===== config.mk =====
export PLATFORM = sky130hd
export DESIGN_NAME = mig_u_mem_arbiter
export DESIGN_NICKNAME = d
export VERILOG_FILES = /design/src/rtl/mig_u_mem_arbiter.sv
export SDC_FILE = /design/constraint.sdc
export NUM_CORES = 1
export LEC_CHECK = 0
export CAP_MARGIN = 40
export CORE_AREA = 2 2 87 89
export CTS_CLUSTER_DIAMETER = 200
export DETAILED_ROUTE_END_ITERATION = 16
export DIE_AREA = 0 0 89 91
export PLACE_DENSITY = 0.79
export SYNTH_ARGS = -nofsm -noshare
export SYNTH_HDL_FRONTEND = slang
export SYNTH_SLANG_ARGS = --single-unit
export TNS_END_PERCENT = 50

===== constraint.sdc =====
create_clock -name clk -period 1.3 [get_ports clk]
set_input_delay 0.13 -clock clk [delete_from_list [all_inputs] [get_ports clk]]
set_output_delay 0.13 -clock clk [all_outputs]
set_load 0.02 [all_outputs]

===== src/rtl/mig_u_mem_arbiter.sv =====
// Round-robin arbiter sharing the MigU single-port SRAM between instruction
// fetch and load/store, with 1-cycle read responses steered back to their owner.
module mig_u_mem_arbiter #(
   parameter int ADDR_WIDTH = 16,
   parameter int DATA_WIDTH = 32
) (
   input  logic                  clk,
   input  logic                  rst,
   input  logic                  if_req_valid,
   input  logic [ADDR_WIDTH-3:0] if_req_addr,
   output logic                  if_req_ready,
   output logic                  if_rsp_valid,
   output logic [DATA_WIDTH-1:0] if_rsp_data,
   input  logic                  ls_req_valid,
   input  logic                  ls_req_we,
   input  logic [ADDR_WIDTH-3:0] ls_req_addr,
   input  logic [DATA_WIDTH-1:0] ls_req_wdata,
   input  logic [3:0]            ls_req_be,
   output logic                  ls_req_ready,
   output logic                  ls_rsp_valid,
   output logic [DATA_WIDTH-1:0] ls_rsp_data,
   output logic                  mem_en,
   output logic                  mem_we,
   output logic [ADDR_WIDTH-3:0] mem_addr,
   output logic [DATA_WIDTH-1:0] mem_wdata,
   output logic [3:0]            mem_be,
   input  logic                  mem_ready,
   input  logic [DATA_WIDTH-1:0] mem_rdata
);

   localparam logic OWNER_IF = 1'b0;
   localparam logic OWNER_LS = 1'b1;

   logic last_grant_q, last_grant_d;
   logic rsp_pending_q, rsp_pending_d;
   logic rsp_owner_q, rsp_owner_d;

   logic grant_ls;
   logic accept;

   // On a tie the requester that was not served last wins.
   assign grant_ls = ls_req_valid & (~if_req_valid | (last_grant_q == OWNER_IF));
   assign accept   = (if_req_valid | ls_req_valid) & mem_ready & ~rst;

   assign if_req_ready = accept & ~grant_ls;
   assign ls_req_ready = accept & grant_ls;

   assign mem_en    = accept;
   assign mem_we    = grant_ls & ls_req_we;
   assign mem_addr  = grant_ls ? ls_req_addr : if_req_addr;
   assign mem_wdata = grant_ls ? ls_req_wdata : '0;
   assign mem_be    = grant_ls ? ls_req_be : 4'b0000;

   always_comb begin
      last_grant_d  = last_grant_q;
      rsp_pending_d = 1'b0;
      rsp_owner_d   = rsp_owner_q;
      if (accept) begin
         last_grant_d  = grant_ls ? OWNER_LS : OWNER_IF;
         rsp_pending_d = 1'b1;
         rsp_owner_d   = grant_ls ? OWNER_LS : OWNER_IF;
      end
   end

   always_ff @(posedge clk) begin
      if (rst) begin
         last_grant_q  <= OWNER_LS;
         rsp_pending_q <= 1'b0;
         rsp_owner_q   <= OWNER_IF;
      end else begin
         last_grant_q  <= last_grant_d;
         rsp_pending_q <= rsp_pending_d;
         rsp_owner_q   <= rsp_owner_d;
      end
   end

   // Responses carry no backpressure, so the SRAM data goes straight to both owners.
   assign if_rsp_valid = rsp_pending_q & (rsp_owner_q == OWNER_IF);
   assign ls_rsp_valid = rsp_pending_q & (rsp_owner_q == OWNER_LS);
   assign if_rsp_data  = mem_rdata;
   assign ls_rsp_data  = mem_rdata;

endmodule


### Yosys cells after proc, flatten, opt, wreduce, memory -nomap -nowiden

Index checks and enable logic that the tools add are counted.

* register bits: 3
* bits of input ports: 102
* output and inout bits: 120

* muxes and demuxes: 5
* bitwise logic cells: 15

Operator list (number)
* $mux W32: 1
* $mux W14: 1
* $and A1 B1 Y1: 8
* $not A1 Y1: 5
* $mux W4: 1
* $mux W1: 2
* $or A1 B1 Y1: 2

### Longest topological paths before layout

* word-level depth: 5
* gate-level depth with buffers: 3
* depth with buffers taken out: 2

### Worst setup path after synthesis

OpenSTA, ideal clock, no wires.

* kind: register -> output
* from: register last_grant_q
* to: output port mem_addr[12]
* arrival time: 1138 ps
* data required time: 1170 ps
* path slack: 32 ps
* cell stages (with the launch flop): 4
* buffers on the path: 1
* path through: dfxtp_1 -> a21boi_4 -> buf_6 -> mux2_1

* word-level cells in the longest chain between the ends: 4

Ends and longest elaborated chain
* start, declared: line 34 `logic last_grant_q, last_grant_d;`
* start signal, assigned: line 71 `last_grant_q <= last_grant_d;`
* $not A1 Y1: line 42 `assign grant_ls = ls_req_valid & (~if_req_valid | (last_grant_q == OWNER_IF));`
* $or A1 B1 Y1: line 42
* $and A1 B1 Y1: line 42
* $mux W14: line 50 `assign mem_addr = grant_ls ? ls_req_addr : if_req_addr;`
* end, declared: line 24 `output logic [ADDR_WIDTH-3:0] mem_addr,`

No other way between the ends.

### Worst setup path after layout

* from: register last_grant_q
* to: output port mem_addr[9]

Same word-level chain as after synthesis.

==> impl_metrics.py <==
metrics = {
    "job": {
        "cap_viol_max_count": 0,
    },
    "global_routing": {
        "grt_pass1_vias": 1268,
        "grt_max_degree": 15,
        "overflow": 0,
        "grt_usage": 0.111,
        "grt_pass1_wl_um": 6770,
        "antenna_found_initial": 3,
    },
    "detailed_routing": {
        "drc": 0,
        "drt_wl_total_um": 5020,
        "drt_first_pass_iters": 3,
        "viasPerCell": 3.64,
        "vias": 1171,
        "drtIter0Drc": 9,
        "avgRoutedWirePerCell_um": 15.6,
        "ant_nets": 0,
    },
    "synthesis": {
        "synth_fp_nets": 238,
        "synth-seq-cells": 3,
        "synth_common_cells": "buf_4, and2_1, mux2_4",
        "async_reset_ff_frac": 0,
        "synth_area_per_cell_um2": 8.17,
        "yosysTopAreaCell": "buf_4",
        "ys_warn_count": 0,
        "yosysTopAreaCellShare": 0.432,
        "synth_edf_count": 0,
        "syn_inst": 136,
        "ys.flop_type": "dfxtp_1",
        "synth_most_common_cell": "buf_4",
        "syn_area_um2": 1110,
        "synthTopCellsByArea": "buf_4, and2_1, mux2_4",
        "seq_area_frac_synth": 0.0541,
        "ys_types": 17,
    },
    "outcome": {
        "status": "complete, but fails checks",
        "violations": "negative setup slack",
    },
    "floorplanning": {
        "start_util": 0.156,
        "fp.dieW_um": 89,
        "rows": 31,
        "dieHeight_um": 91,
        "die_area_um2": 8100,
        "pin_count": 222,
        "design.core.area_um2": 7140,
    },
    "clock_network": {
        "htree_levels": 1,
        "cts.path.max_buffers": 2,
        "holdBufCountCts": 0,
        "cts_tree": "done",
        "cts_made_buffers": 3,
        "clock_latency_ns": 0.22,
        "root_buffer": "clkbuf_8",
        "clock-sinks": 3,
        "path_clk_slew_ns": 0.03,
    },
    "setup_path": {
        "slowest_stage": "dfxtp_2",
        "crit_fanout": 5,
        "crit_arrival_ns": 1.49,
        "cp_common_cell": "buf_6",
        "reg2reg_slack_ns": 0.06,
        "critPathTopFamily": "buffers and inverters",
        "cp.required_ns": 1.17,
        "r2r-end": "rsp_owner_q$_SDFFE_PP0P_",
        "cp.buffers_inverters": 4,
        "rr_worst_depth": 6,
        "critPathCaptureType": "primary output",
        "worstSetupStartpointType": "flip-flop",
        "reg2reg_from": "last_grant_q$_SDFFE_PP1P_",
        "crit_chain": "a21boi_4 -> buf_12 -> buf_8 -> buf_6 -> mux2_4 -> buf_6",
        "crit_type": "reg -> out",
        "slowest_delay_ns": 0.32,
    },
    "layout": {
        "nNetsFinal": 325,
        "syn_to_final_growth_pct": 124,
        "area.sequential_um2": 61.3,
        "fin_util": 0.349,
        "final_cells": 322,
        "fillerInstances": 762,
        "drive_above_1_share": 0.595,
        "multi_input_area_um2": 631,
    },
    "placed_design": {
        "place.gp.congestion": 0.714,
        "post-dp-hpwl_um": 3680,
        "io_buffers": 125,
        "dp.cells": 299,
    },
    "worst_hold_path": {
        "min_path_type": "in -> reg",
        "min_to": "last_grant_q$_SDFFE_PP1P_",
        "min_from": "mem_ready",
        "holdPathStages": 2,
    },
    "timing": {
        "layout_setup_ws_ns": -0.316,
        "fmax_ghz": 0.619,
        "min_period_ns": 1.62,
        "finalCritPeriodShare": 1.24,
        "relSlewSlack": 0.845,
        "setup_viol": 53,
        "skew_ns": 0.0000948,
        "tightest_slew_ns": 0.233,
        "hold_slack_ns": 0.254,
        "rsz0062_at_grt": "true",
        "slew_violations": 0,
        "finalSetupTns_ns": -9.86,
        "hold_violations": 0,
    },
    "power_and_ir_drop": {
        "max-vdd-ir-drop_mv": 0.206,
        "power.density_nw_per_um2": 533,
        "power.leakage_nw": 1.16,
    },
}
[timing repair]
item,in CTS,in global routing
pin swaps,10,12
hold endpoints to repair,0,0
gates resized for setup,347,25
setup endpoints to repair,56,54
cloned,3,0
buffers inserted,12,3
[final cells by class]
cell class              count  share of cell area
repair buffers            151               0.652
flip-flops and latches      3              0.0246
well taps                  99              0.0497
clock buffers               4              0.0181
diodes                      1             0.00100
inverters                   1             0.00151
multi-input cells          63               0.253
[state kept, by name (all words and copies together) (netlist names)]
signal         flops
last_grant_q       1
rsp_owner_q        1
rsp_pending_q      1
[how the worst max path moves through the flow]
stage | slack (ns) | start | endpoint | depth (start not counted)
after floorplan | 0.03 | last_grant_q$_SDFFE_PP1P_ | mem_addr[12] | 3
after global routing | -0.37 | last_grant_q$_SDFFE_PP1P_ | mem_addr[9] | 6
after CTS | -0.37 | last_grant_q$_SDFFE_PP1P_ | mem_addr[9] | 6
after detailed placement | -0.88 | if_req_valid | mem_wdata[4] | 6
after global placement | -0.83 | if_req_valid | mem_addr[13] | 5
final | -0.32 | last_grant_q$_SDFFE_PP1P_ | mem_addr[9] | 6
[power by group]
group	leakage (nW)	total [mW]	internal (mW)	switching [mW]
clock network	0.0228	0.273	0.209	0.0640
logic	1.11	0.952	0.610	0.342
registers	0.0245	0.104	0.0992	0.00465
total	1.16	1.33	0.918	0.411
[logic make-up (layout without fill, tap and decap cells)]
family / count (synthesis) / after routing / synth area share
compound gates: 5 / 5 / 0.0484
flops: 3 / 3 / 0.0541
buf+inv: 70 / 156 / 0.477
mux: 14 / 14 / 0.176
simple gates: 44 / 44 / 0.244
other cells: 0 / 1 / 0
[cells in the final DEF (no fill, tap or decap), drive strengths merged, types with 2 or more instances in the layout]
cell type | synthesis | final
o21a | 2 | 2
dfxtp | 3 | 3
clkbuf | 3 | 4
clkdlybuf4s50 | 0 | 65
dlymetal6s2s | 0 | 2
dlygate4sd2 | 0 | 4
mux2 | 14 | 14
and2 | 39 | 39
buf | 66 | 80
nor2b | 3 | 3
[stage by stage]
stage	instance area (um^2)	total power, mW	setup WS [ns]
after floorplan	1110	0.690	0.0315
after global placement	2040	0.850	-0.826
after detailed placement	2040	0.854	-0.879
after CTS	2400	1.31	-0.365
after global routing	2490	1.40	-0.366
final	2490	1.33	-0.316
[layer usage]
metal | part of all wire | track usage | vias to the layer above
met5 | 0.0062 | 0 | -
met4 | 0.017 | 0.0373 | 4
met3 | 0.15 | 0.0527 | 16
met2 | 0.49 | 0.197 | 108
met1 | 0.33 | 0.111 | 508
li1 | - | - | 535
(Power assumes the default switching activity.)
